`config.mk`:
```
export PLATFORM = sky130hd
export DESIGN_NAME = tdc_sample_packer
export DESIGN_NICKNAME = d
export VERILOG_FILES = /design/src/rtl/tdc_sample_packer.sv
export SDC_FILE = /design/constraint.sdc
export NUM_CORES = 1
export LEC_CHECK = 0
export BUFFER_PORTS_ARGS = -buffer_cell sky130_fd_sc_hd__buf_2
export CORE_UTILIZATION = 49
export CTS_BUF_LIST = sky130_fd_sc_hd__clkbuf_4 sky130_fd_sc_hd__clkbuf_8 sky130_fd_sc_hd__clkbuf_16
export CTS_CLUSTER_SIZE = 40
export DETAILED_ROUTE_END_ITERATION = 16
export GPL_TIMING_DRIVEN = 0
export PLACE_DENSITY = 0.68
export SYNTH_ARGS = -nofsm -noshare
export SYNTH_HDL_FRONTEND = slang
export SYNTH_SLANG_ARGS = --single-unit
```
`constraint.sdc`:
```
create_clock -name clk_capt -period 5.7 [get_ports clk_capt]
set_input_delay 0.57 -clock clk_capt [delete_from_list [all_inputs] [get_ports clk_capt]]
set_output_delay 0.57 -clock clk_capt [all_outputs]
set_load 0.01 [all_outputs]
```
`src/rtl/tdc_sample_packer.sv`:
```
// TDC sample packer: lanes C_IN_WIDTH samples into C_BUS_WIDTH words behind a FWFT output FIFO.
// Optional SOP/EOP framing with one-word staging: define TDC_PACK_SOP_EOP_EN.
module tdc_sample_packer #(
    parameter int C_IN_WIDTH   = 64,
    parameter int C_BUS_WIDTH  = 256,
    parameter int C_OUT_DEPTH  = 2,
    parameter int REVERSE      = 0,
    parameter int FLUSH_ON_GAP = 1,
    localparam int N  = C_BUS_WIDTH / C_IN_WIDTH,
    localparam int EW = (N > 1) ? $clog2(N) : 1
) (
    input  logic                   clk_capt,
    input  logic                   reset_n,
    input  logic [C_IN_WIDTH-1:0]  S_AVST_DATA,
    input  logic                   S_AVST_VALID,
    output logic                   S_AVST_READY,
    output logic [C_BUS_WIDTH-1:0] M_AVST_DATA,
    output logic                   M_AVST_VALID,
    input  logic                   M_AVST_READY,
    output logic [EW-1:0]          M_AVST_EMPTY,
`ifdef TDC_PACK_SOP_EOP_EN
    output logic                   M_AVST_SOP,
    output logic                   M_AVST_EOP,
`endif
    input  logic                   clr_stats,
    output logic [15:0]            drop_count,
    output logic                   overflow
);

    localparam int AW = $clog2(C_OUT_DEPTH);
    localparam logic [AW:0] DEPTH_C = (AW+1)'(C_OUT_DEPTH);
    localparam logic [EW-1:0] LAST_C = EW'(N - 1);

    logic [C_BUS_WIDTH-1:0] asm_q, asm_d, ins;
    logic [EW-1:0]          idx_q, idx_d;
    logic                   gen_vld, gen_full;
    logic [C_BUS_WIDTH-1:0] gen_data;
    logic [EW-1:0]          gen_empty;
    int                     lane;

    logic                   push;
    logic [C_BUS_WIDTH-1:0] push_data;
    logic [EW-1:0]          push_empty;

    logic [C_BUS_WIDTH-1:0] mem_q [C_OUT_DEPTH];
    logic [EW-1:0]          emem_q [C_OUT_DEPTH];
    logic [AW-1:0]          wr_q, rd_q;
    logic [AW:0]            cnt_q, cnt_d;
    logic                   rdy_q;
    logic                   full, pop, wr_en, drop;
    logic [15:0]            drop_q;
    logic                   ovf_q;
    logic [16:0]            drop_sum;

`ifdef TDC_PACK_SOP_EOP_EN
    logic                   stg_vld_q, stg_vld_d;
    logic [C_BUS_WIDTH-1:0] stg_data_q, stg_data_d;
    logic                   stg_sop_q, stg_sop_d;
    logic                   sop_pend_q, sop_pend_d;
    logic                   push_sop, push_eop;
    logic                   smem_q [C_OUT_DEPTH];
    logic                   pmem_q [C_OUT_DEPTH];
`endif

    // Lane assembly: place sample, complete full words, flush or discard on gaps
    always_comb begin
        asm_d     = asm_q;
        idx_d     = idx_q;
        gen_vld   = 1'b0;
        gen_full  = 1'b0;
        gen_data  = asm_q;
        gen_empty = '0;
        ins       = asm_q;
        lane      = (REVERSE != 0) ? (N - 1 - int'(idx_q)) : int'(idx_q);
        for (int k = 0; k < N; k++) begin
            if (k == lane) ins[k*C_IN_WIDTH +: C_IN_WIDTH] = S_AVST_DATA;
        end
        if (S_AVST_VALID) begin
            if (idx_q == LAST_C) begin
                gen_vld  = 1'b1;
                gen_full = 1'b1;
                gen_data = ins;
                asm_d    = '0;
                idx_d    = '0;
            end else begin
                asm_d = ins;
                idx_d = idx_q + EW'(1);
            end
        end else if (idx_q != '0) begin
            gen_vld   = (FLUSH_ON_GAP != 0);
            gen_empty = EW'(N - int'(idx_q));
            asm_d     = '0;
            idx_d     = '0;
        end
    end

    // Assembly register and lane index
    always_ff @(posedge clk_capt or negedge reset_n) begin
        if (!reset_n) begin
            asm_q <= '0;
            idx_q <= '0;
        end else begin
            asm_q <= asm_d;
            idx_q <= idx_d;
        end
    end

`ifdef TDC_PACK_SOP_EOP_EN
    // Full words wait one cycle in staging so EOP can see whether a gap follows
    always_comb begin
        push       = 1'b0;
        push_data  = gen_data;
        push_empty = gen_empty;
        push_sop   = 1'b0;
        push_eop   = 1'b0;
        stg_vld_d  = gen_vld & gen_full;
        stg_data_d = gen_data;
        stg_sop_d  = sop_pend_q;
        sop_pend_d = sop_pend_q;
        if (stg_vld_q) begin
            push       = 1'b1;
            push_data  = stg_data_q;
            push_empty = '0;
            push_sop   = stg_sop_q;
            push_eop   = ~S_AVST_VALID;
        end else if (gen_vld && !gen_full) begin
            push     = 1'b1;
            push_sop = sop_pend_q;
            push_eop = 1'b1;
        end
        if (!S_AVST_VALID) sop_pend_d = 1'b1;
        else if (gen_vld) sop_pend_d = 1'b0;
    end

    // Staging register and start-of-burst tracking
    always_ff @(posedge clk_capt or negedge reset_n) begin
        if (!reset_n) begin
            stg_vld_q  <= 1'b0;
            stg_data_q <= '0;
            stg_sop_q  <= 1'b0;
            sop_pend_q <= 1'b1;
        end else begin
            stg_vld_q  <= stg_vld_d;
            stg_data_q <= stg_data_d;
            stg_sop_q  <= stg_sop_d;
            sop_pend_q <= sop_pend_d;
        end
    end
`else
    // Words go straight into the FIFO on the completing or gap edge
    always_comb begin
        push       = gen_vld;
        push_data  = gen_data;
        push_empty = gen_empty;
    end
`endif

    assign M_AVST_VALID = (cnt_q != '0);
    assign full  = (cnt_q == DEPTH_C);
    assign pop   = M_AVST_VALID & M_AVST_READY;
    assign wr_en = push & (~full | pop);
    assign drop  = push & full & ~pop;

    // Occupancy after this cycle's push and pop
    always_comb begin
        cnt_d = cnt_q;
        if (wr_en && !pop) cnt_d = cnt_q + (AW+1)'(1);
        else if (!wr_en && pop) cnt_d = cnt_q - (AW+1)'(1);
    end

    // Output FIFO storage, pointers and registered input-ready advisory
    always_ff @(posedge clk_capt or negedge reset_n) begin
        if (!reset_n) begin
            wr_q  <= '0;
            rd_q  <= '0;
            cnt_q <= '0;
            rdy_q <= 1'b0;
            for (int i = 0; i < C_OUT_DEPTH; i++) begin
                mem_q[i]  <= '0;
                emem_q[i] <= '0;
`ifdef TDC_PACK_SOP_EOP_EN
                smem_q[i] <= 1'b0;
                pmem_q[i] <= 1'b0;
`endif
            end
        end else begin
            if (wr_en) begin
                mem_q[wr_q]  <= push_data;
                emem_q[wr_q] <= push_empty;
`ifdef TDC_PACK_SOP_EOP_EN
                smem_q[wr_q] <= push_sop;
                pmem_q[wr_q] <= push_eop;
`endif
                wr_q <= wr_q + AW'(1);
            end
            if (pop) rd_q <= rd_q + AW'(1);
            cnt_q <= cnt_d;
            rdy_q <= (cnt_d < DEPTH_C);
        end
    end

    assign drop_sum = {1'b0, drop_q} + 17'(N - int'(push_empty));

    // Drop accounting; a clear in the same cycle as a drop wins
    always_ff @(posedge clk_capt or negedge reset_n) begin
        if (!reset_n) begin
            drop_q <= '0;
            ovf_q  <= 1'b0;
        end else if (clr_stats) begin
            drop_q <= '0;
            ovf_q  <= 1'b0;
        end else if (drop) begin
            drop_q <= drop_sum[16] ? 16'hFFFF : drop_sum[15:0];
            ovf_q  <= 1'b1;
        end
    end

    assign M_AVST_DATA  = M_AVST_VALID ? mem_q[rd_q] : '0;
    assign M_AVST_EMPTY = M_AVST_VALID ? emem_q[rd_q] : '0;
`ifdef TDC_PACK_SOP_EOP_EN
    assign M_AVST_SOP   = M_AVST_VALID & smem_q[rd_q];
    assign M_AVST_EOP   = M_AVST_VALID & pmem_q[rd_q];
`endif
    assign S_AVST_READY = rdy_q;
    assign drop_count   = drop_q;
    assign overflow     = ovf_q;

endmodule

```
# == Word level (Yosys, flattened, before mapping) ==
# Cells that the tools add are included.
# totals
ff_bits,796
elab_cells,86
# op_classes
n_addsub,8
n_lt_le_gt_ge,4
n_eq_ne,5
muxes,38
bitwise_logic,9
n_reduce_logical,10
# ops
operator,n
$mux W256,10
$bwmux W512,1
$demux W256 S1,1
$mux W64,4
$mux W16,3
$mux W2,12
$add A16 B17 Y17,1
$reduce_bool A2 Y1,4
$mux W1,5
$add A2 B1 Y2 const B,2
$and A1 B1 Y1,4
$bwmux W4,1
$eq A2 B2 Y1 const A,2
$eq A2 B2 Y1 const B,2
$ge A2 B2 Y1 const B,2
$not A1 Y2,2
$sub A3 B2 Y4 const A,1
$logic_and A1 B1 Y1,3
$add A1 B1 Y1 const B,2
$demux W2 S1,1
$eq A1 B2 Y1 const A,1
$logic_not A1 Y1,2
$logic_not A2 Y1,1
$lt A2 B1 Y1 const B,1
5 further kinds,6

# == Longest topological paths before layout ==
# Gate-level depths: netlist of the first run.
# depth
ltp_word,9
ltp_mapped,13

# == Worst setup path after synthesis of the first run ==
# Ideal clock, no wire load.
# synth_timing
path_kind,input port to flip-flop
from,in S_AVST_VALID
to,"reg drop_q[7], in the netlist drop_count[7]"
setup_ps,96
arrival_ps,2743
required_ps,5604
setup_slack_ps,2861
cell_stages,11
n_path_buf,2
path_cell_list,buf_2 -> nand2b_1 -> ha_1 -> inv_1 -> fa_1 -> nor2b_1 -> o21bai_1 -> or3_1 -> buf_6 -> and4_1 -> nor4_2
# synth_via
elab_chain_cells,6
# synth_rtl
element,line,text
"start, declared",15,"input logic S_AVST_VALID,"
$mux W2,78,if (S_AVST_VALID) begin
$sub A3 B2 Y4,202,"assign drop_sum = {1'b0, drop_q} + 17'(N - int'(push_empty));"
$add A16 B17 Y17,202,
$mux W16,213,drop_q <= drop_sum[16] ? 16'hFFFF : drop_sum[15:0];
$mux W16,212,end else if (drop) begin
$mux W16,209,end else if (clr_stats) begin
"end signal, assigned",213,
"end, declared",51,logic [15:0] drop_q;
# Parallel ways exist; a longest one is shown, timed or not. The select of a mux whose other input is x is not followed.
# A chain may end at the register's enable or synchronous reset.

# == Worst setup path after layout of the first run ==
# layout_timing
from,reg rd_q
to,out M_AVST_DATA[104]
# layout_via
elab_chain_cells,5
# layout_rtl
element,line,text
"start, declared",47,"logic [AW-1:0] wr_q, rd_q;"
"start signal, assigned",196,if (pop) rd_q <= rd_q + AW'(1);
$not A1 Y2 (not written as such),218,assign M_AVST_DATA = M_AVST_VALID ? mem_q[rd_q] : '0;
$mux W256 (not written as such) (3 in a row),218,
$mux W256,218,
"end, declared",17,"output logic [C_BUS_WIDTH-1:0] M_AVST_DATA,"
# Every way passes these cells. The select of a mux whose other input is x is not followed.

==> out/qor.yml, run 1 <==
max_slew.worst_pin.slew_ps: 1380
critical_path_peak_fanout: 10
route.detailed.vias_per_inst: 5.62
initial_core_util: 0.494
cts-resized-gates: 0
detail_route.drc_violations: 4
grtUsageTotal: 0.286
route.antenna.remaining_nets: 0
finalCritPeriodShare: 0.753
hold_sp: "M_AVST_READY"
max_freq_mhz: 233
timing.final.setup_violations: 0
yosys.cell_types.count: 51
finish.net_count: 3902
irDropWorstVdd_v: 0.000300
worst-endpoint-required_ps: 5130
clock-sinks: 796
grt_first_pass_wirelength_mm: 161
reg2reg_slack_ps: 2220
final-hold-violation-count: 0
slew_headroom: 0.0823
final_common_cell: "sky130_fd_sc_hd__dfrtp_1"
gp_congestion: 0.878
hold_class: "input pin to flip-flop"
clk_pin_slew_worst_paths_ps: 60
ys_ff_latch: 796
cts_root_cell: "sky130_fd_sc_hd__clkbuf_16"
cts_buffers: 84
pwr_density_cell_mw_per_mm2: 530
cts_htree_levels: 3
ys_dominant_reg_cell: "sky130_fd_sc_hd__dfrtp_1"
netlist_area_mm2: 0.0353
timing.critical_path.arrival_ps: 3720
area_growth_pct: 17.0
fp.coreArea_mm2: 0.0715
synth-edff-count: 0
drt-pass1-iter-count: 11
synth-seq-area-share: 0.564
finalClockSkew_ps: 16.4
syn_nets: 3462
i_o_pins: 346
grt_max_degree: 122
placement_rows: 98
final_layout_size_suffix_gt1_frac: 0.161
synth_area_per_cell_um2: 10.5
post_route_minimum_period_ps: 4290
violations: "DRC"
vias: 27100
rsz0062_at_grt: "no"
layout_common_cells: "sky130_fd_sc_hd__dfrtp_1 (796), sky130_fd_sc_hd__nand2_1 (591), sky130_fd_sc_hd__mux2i_1 (580), sky130_fd_sc_hd__buf_2 (449), sky130_fd_sc_hd__o21ai_0 (436)"
asyncSetResetFlopFracSynth: 1.00
max_cap_violations: 0
die-area_mm2: 0.0732
regToRegEndpoint: "mem_q[403]"
leakage_nw: 21.7
hold-path-cell-count: 3
setup_crit_end_kind: "primary output"
fillerInstances: 6248
die_x_um: 271
first_global_vias: 27000
gr-total-overflow: 0
hpwlAfterDp_mm: 74.0
timing.reg2reg.worst_path_depth: 9
regToRegStartpoint: "idx_q[0]"
report.final.slew_viol_count: 0
antenna_found_initial: 4
wire_per_inst_um: 21.7
post_synth_inst_count: 3380
chipHeight_um: 271
run_status: "finished with violations"
setup.worst_path.start: "rd_q"
clock_tree.buffer_depth: 3
post_route_core_utilization: 0.579
min_to: "rd_q"
detailedRoute.firstIterationViolations: 2174
cp_launch_type: "flip-flop"
finalSetupTns_ps: 0
crit_path_kind: "flip-flop to primary output"
p_total_mw: 21.9
synthesis.yosys.warnings: 0
port-buffer-count: 344
totalWireLength_mm: 105
insertion_delay_ps: 620
tritoncts: "built"
worst max-delay path, cell delays in order (launching register included):
cell and delay (ps):
sky130_fd_sc_hd__dfrtp_1 320, sky130_fd_sc_hd__clkbuf_1 610, sky130_fd_sc_hd__clkbuf_1 870, sky130_fd_sc_hd__buf_2 470
sky130_fd_sc_hd__mux2i_1 570, sky130_fd_sc_hd__nor2_1 90, sky130_fd_sc_hd__buf_2 160
stage by stage:
step	setup WS, ps	instances	instance area, µm²	hold slack (ps)
2_1_floorplan	2860	3380	35300	274
3_3_place_gp	-13140	4674	38300	459
3_5_place_dp	2120	4682	38500	469
4_1_cts	1440	4827	41300	236
5_1_grt	1360	4828	41400	292
6_report	1410	4829	41400	275
registers in the layout, summed over array words and instances (netlist names):
name and cells:
mem_q 512, asm_q 256, drop_count 16, emem_q 4
cnt_q 2, idx_q 2, S_AVST_READY 1, overflow 1
rd_q 1, wr_q 1
final cells by class:
type,instances,area (µm²),area share
diodes,1,2.50,0.0000605
multi-input cells,2309,14200,0.343
clock buffers,122,2550,0.0616
inverters,13,48.8,0.00118
clock inverters,22,292,0.00705
flip-flops and latches,796,19900,0.482
repair buffers,354,1990,0.0481
well taps,950,1190,0.0287
plain buffers,262,1170,0.0283
report_power, final:
group | switching (mW) | total, mW | internal (mW)
Sequential | 0.908 | 8.19 | 7.28
Combinational | 5.40 | 8.06 | 2.66
Clock | 2.25 | 5.65 | 3.40
Total | 8.55 | 21.9 | 13.4
logic make-up (layout without fill, tap and decap cells):
group / after synthesis / count (layout) / synth area share
AOI/OAI and AO/OA: 740 / 740 / 0.120
xor gates and xnor gates: 2 / 2 / 0.000496
adders and majority gates: 13 / 13 / 0.00481
buffers and inverters: 275 / 773 / 0.0344
DFF: 796 / 796 / 0.564
muxes: 580 / 580 / 0.164
other: 0 / 1 / 0
and+or+nand+nor: 974 / 974 / 0.112
worst max-delay path by stage:
stage	to	slack, ps	depth (start not counted)
detailed placement	M_AVST_DATA[106]	2120	6
CTS	M_AVST_DATA[106]	1440	6
global placement	mem_q[338]	-13140	1
global route	M_AVST_DATA[246]	1360	7
finish	M_AVST_DATA[104]	1410	6
floorplan	drop_count[7]	2860	11
cells in the mapped netlist (all sizes together), types with 4 or more instances:
library cell / number / area [µm²]
buf: 123 / 647
a21oi: 8 / 40.0
nand3: 6 / 35.0
nand2: 591 / 2220
ha: 12 / 150
mux2i: 580 / 5810
inv: 13 / 48.8
a22o: 128 / 1120
a311oi: 6 / 52.6
nor3: 10 / 55.1
nor2: 277 / 1040
and2: 66 / 413
a31oi: 4 / 25.0
dfrtp: 796 / 19900
o21ai: 583 / 2930
clkbuf: 139 / 522
nand2b: 8 / 57.6
layer usage:
metal | wire, µm | up-vias | GRT usage
met2 | 48300 | 847 | 0.446
met1 | 46600 | 13600 | 0.402
met3 | 6830 | 147 | 0.0534
met4 | 3050 | 0 | 0.0980
li1 | - | 12500 | -
met5 | 0 | - | 0
timing repair:
action | 4_1_cts | 5_1_grt
endpoints found under the setup margin | 0 | 0
hold buffers | 1 | 0
setup buffers | 0 | 0
hold endpoints to repair | 49 | 0
Power figures use the tool's default switching activity.
==> run 2: changes to the inputs <==
Settings changed: ABC_AREA from default to 1.
Clock period 5.7 ns to 4.4 ns, I/O delays scaled along.
==> out/qor.yml, run 2 <==
post_place_cell_area_mm2: 0.0420  # +9.2%
post_synth_inst_count: 5061  # +50%
postLayoutCellArea_mm2: 0.0450  # +8.7%
leakage_nw: 21.4  # -1.4%
synth_simple_gate_area_frac: 0.163  # +0.0511
cts_htree_levels: 3  # unchanged
first_global_vias: 34700  # +29%
irDropWorstVdd_v: 0.000364  # +22%
area_growth_pct: 15.9
asyncSetResetFlopFracSynth: 1.00  # unchanged
initial_core_util: 0.498  # +0.00334
fp.coreArea_mm2: 0.0780  # +9.1%
max_slew.worst_pin.slew_ps: 1340  # -37.8 ps
gr-total-overflow: 0  # unchanged
swShare: 0.440  # +0.0493
insertion_delay_ps: 640  # +20 ps
yosys.area_share.xor_xnor: 0.00113  # +0.000633
synth-compound-area-share: 0.218  # +0.0980
layout_common_cells: "sky130_fd_sc_hd__nand2_1 (1,298), sky130_fd_sc_hd__o21ai_0 (1,150), sky130_fd_sc_hd__dfrtp_1 (796), sky130_fd_sc_hd__inv_1 (550), sky130_fd_sc_hd__buf_2 (426)"
detailedRoute.firstIterationViolations: 4451  # +100%
yosys.cell_types.count: 27  # -47%
grt_first_pass_wirelength_mm: 208  # +29%
drt-pass1-iter-count: 6  # -5
final_layout_size_suffix_gt1_frac: 0.115  # -0.0469
rsz0062_at_grt: "no"
hpwlAfterDp_mm: 96.1  # +30%
tritoncts: "built"
clk_pin_slew_worst_paths_ps: 60  # about the same
synth_top_cell_by_area: "sky130_fd_sc_hd__dfrtp_1"
switching_power_mw: 14.1  # +65%
route.antenna.remaining_nets: 0  # unchanged
grt_max_degree: 118  # -3.3%
max_freq_mhz: 246
finalSetupTns_ps: 0  # unchanged
placement_rows: 102  # +4.1%
finalClockSkew_ps: 22.2  # +5.76 ps
die-area_mm2: 0.0803  # +9.7%
cp_launch_type: "flip-flop"
chipHeight_um: 283  # +4.8%
synth.top_cell.area_share: 0.513  # -0.0504
final_common_cell: "sky130_fd_sc_hd__nand2_1"
syn_nets: 5143  # +49%
hold_ws_ps: 172  # -103 ps
cts_root_cell: "sky130_fd_sc_hd__clkbuf_16"
detail_route.drc_violations: 0  # -4
route.detailed.vias_per_inst: 5.62  # +0.14%
wire_per_inst_um: 20.8  # -3.9%
worst-endpoint-required_ps: 3960  # -1170 ps
i_o_pins: 346  # unchanged
final-hold-violation-count: 0  # unchanged
netlist_area_mm2: 0.0388  # +9.8%
run_status: "finished clean"
synth_area_leaders: "sky130_fd_sc_hd__dfrtp_1 (51%), sky130_fd_sc_hd__o21ai_0 (15%), sky130_fd_sc_hd__nand2_1 (13%)"
largest_reg_flops: 512  # unchanged
max_cap_violations: 0  # unchanged
finalCritPeriodShare: 0.923
port-buffer-count: 344  # unchanged
cts_hold_buf: 2  # +1
post_cts.repair.setup_buffers: 0  # unchanged
pwr_density_cell_mw_per_mm2: 712  # +35%
synth_area_per_cell_um2: 7.67  # -27%
crit_path_kind: "flip-flop to primary output"
critical_path_peak_fanout: 10  # unchanged
report.final.slew_viol_count: 0  # unchanged
post_route_minimum_period_ps: 4060
seqPwrFrac: 0.313  # -0.061
p_int_mw: 17.9  # +34%
cts-resized-gates: 0  # unchanged
finish.net_count: 5586  # +43%
vias: 37200  # +37%
gp_congestion: 0.935  # +6.5%
setup_crit_end_kind: "primary output"
synthesis.yosys.warnings: 0  # unchanged
cts_buffers: 88  # +4.8%
ys_dominant_reg_cell: "sky130_fd_sc_hd__dfrtp_1"
synthAdderAreaFrac: 0.00438  # -0.000430
grtUsageTotal: 0.338  # +0.0519
clock-sinks: 796  # unchanged
totalWireLength_mm: 138  # +32%
synthMostInstantiatedCell: "sky130_fd_sc_hd__nand2_1"
dominant_combinational_cell_family_by_area_after_synthesis: "compound AO/OA/AOI/OAI gates"
synth-edff-count: 0  # unchanged
synth-seq-area-share: 0.513  # -0.0504
timing.critical_path.arrival_ps: 3620  # -100 ps
slew_headroom: 0.107  # +0.0252
combinationalPowerShare: 0.454  # +0.086
post_synth_mux_area_share: 0  # -0.164
die_x_um: 283  # +4.8%
hold_class: "input pin to flip-flop"
share_of_total_power_in_the_clock_network: 0.232  # -0.026
max_flop_register: "mem_q"
synth.top_cells.by_count: "sky130_fd_sc_hd__nand2_1 (1,298), sky130_fd_sc_hd__o21ai_0 (1,150), sky130_fd_sc_hd__dfrtp_1 (796), sky130_fd_sc_hd__inv_1 (550), sky130_fd_sc_hd__o21ai_1 (279)"
antenna_found_initial: 5  # +1
clock_tree.buffer_depth: 3  # unchanged
fillerInstances: 7387  # +18%
ys_ff_latch: 796  # unchanged
timing.final.setup_violations: 0  # unchanged
run 2: cell count changes after synthesis, moves of 66 or more:
| cell | delta |
|---|---|
| sky130_fd_sc_hd__o21ai_0 | +714 |
| sky130_fd_sc_hd__inv_1 | +538 |
| sky130_fd_sc_hd__and2_1 | -66 |
| sky130_fd_sc_hd__nand3_1 | +206 |
| sky130_fd_sc_hd__a22o_1 | -128 |
| sky130_fd_sc_hd__nor2_1 | -195 |
| sky130_fd_sc_hd__clkbuf_1 | +115 |
| sky130_fd_sc_hd__nand2_1 | +707 |
| sky130_fd_sc_hd__o21ai_1 | +134 |
| sky130_fd_sc_hd__mux2i_1 | -580 |
| sky130_fd_sc_hd__a21oi_1 | +251 |
run 2: cell type report:
class                      instances  area [µm²]  share of cell area
antenna                            6        15.0            0.000334
buffer                           399        1800              0.0400
clock buffer                     136        2760              0.0613
clock inverter                    19         141             0.00314
inverter                         554        2080              0.0462
multi-input combinational       3312       15000               0.334
sequential                       796       19900               0.443
tap                             1040        1300              0.0289
timing repair buffer             353        1940              0.0432
run 2: logic make-up (layout without fill, tap and decap cells):
family / after synthesis / count (layout)
fa+ha+maj: 13 / 13
buf+inv: 953 / 1461
xor+xnor: 5 / 5
flops: 796 / 796
compound gates: 1692 / 1692
other cells: 0 / 6
simple gates: 1602 / 1602
run 2: final timing paths:
kind | end | slack [ps] | from | cells after the start
setup / recovery | M_AVST_DATA[68] | 340 | cnt_q[0] | 8
hold / removal | idx_q[1] | 170 | S_AVST_VALID | 3
setup reg to reg | drop_count[7] | 980 | idx_q[0] | 16
hold reg to reg | asm_q[225] | 490 | asm_q[225] | 2
max in group asynchronous | mem_q[101] | 2550 | reset_n | 4
min in group asynchronous | mem_q[222] | 340 | reset_n | 2
run 2: metrics by stage:
step | utilization | worst slack, ps | instances | total power, mW
finish | 0.577 | 337 | 6615 | 32.0
global route | 0.577 | 352 | 6609 | 34.0
detailed placement | 0.539 | 1000 | 6452 | 24.4
global placement | 0.537 | -14700 | 6445 | 24.2
CTS | 0.577 | 388 | 6609 | 31.9
floorplan | - | 1870 | 5061 | 18.7
run 2: worst max-delay path, stage by stage (launching register included):
cell                       delay (ps)
sky130_fd_sc_hd__dfrtp_1          340
sky130_fd_sc_hd__inv_1             70
sky130_fd_sc_hd__ha_1             200
sky130_fd_sc_hd__inv_2            240
sky130_fd_sc_hd__clkbuf_1         940
sky130_fd_sc_hd__clkbuf_1         450
sky130_fd_sc_hd__o21ai_0          190
sky130_fd_sc_hd__a21oi_1          330
sky130_fd_sc_hd__buf_2            210
run 2: layer usage:
layer / GRT usage / wire (µm) / share of wire
met5: 0 / 0 / 0
met4: 0.179 / 7890 / 0.057
met3: 0.0714 / 14700 / 0.11
met1: 0.476 / 55900 / 0.41
met2: 0.490 / 59400 / 0.43
run 2: power by group through the flow:
stage          registers (mW)  logic, mW  clock network [mW]
3_3_place_gp             10.1       14.1                   0
2_1_floorplan            9.97       8.68                   0
4_1_cts                  10.0       14.4                7.49
3_5_place_dp             10.1       14.3                   0
5_1_grt                  10.2       16.0                7.79
6_report                 10.0       14.6                7.45
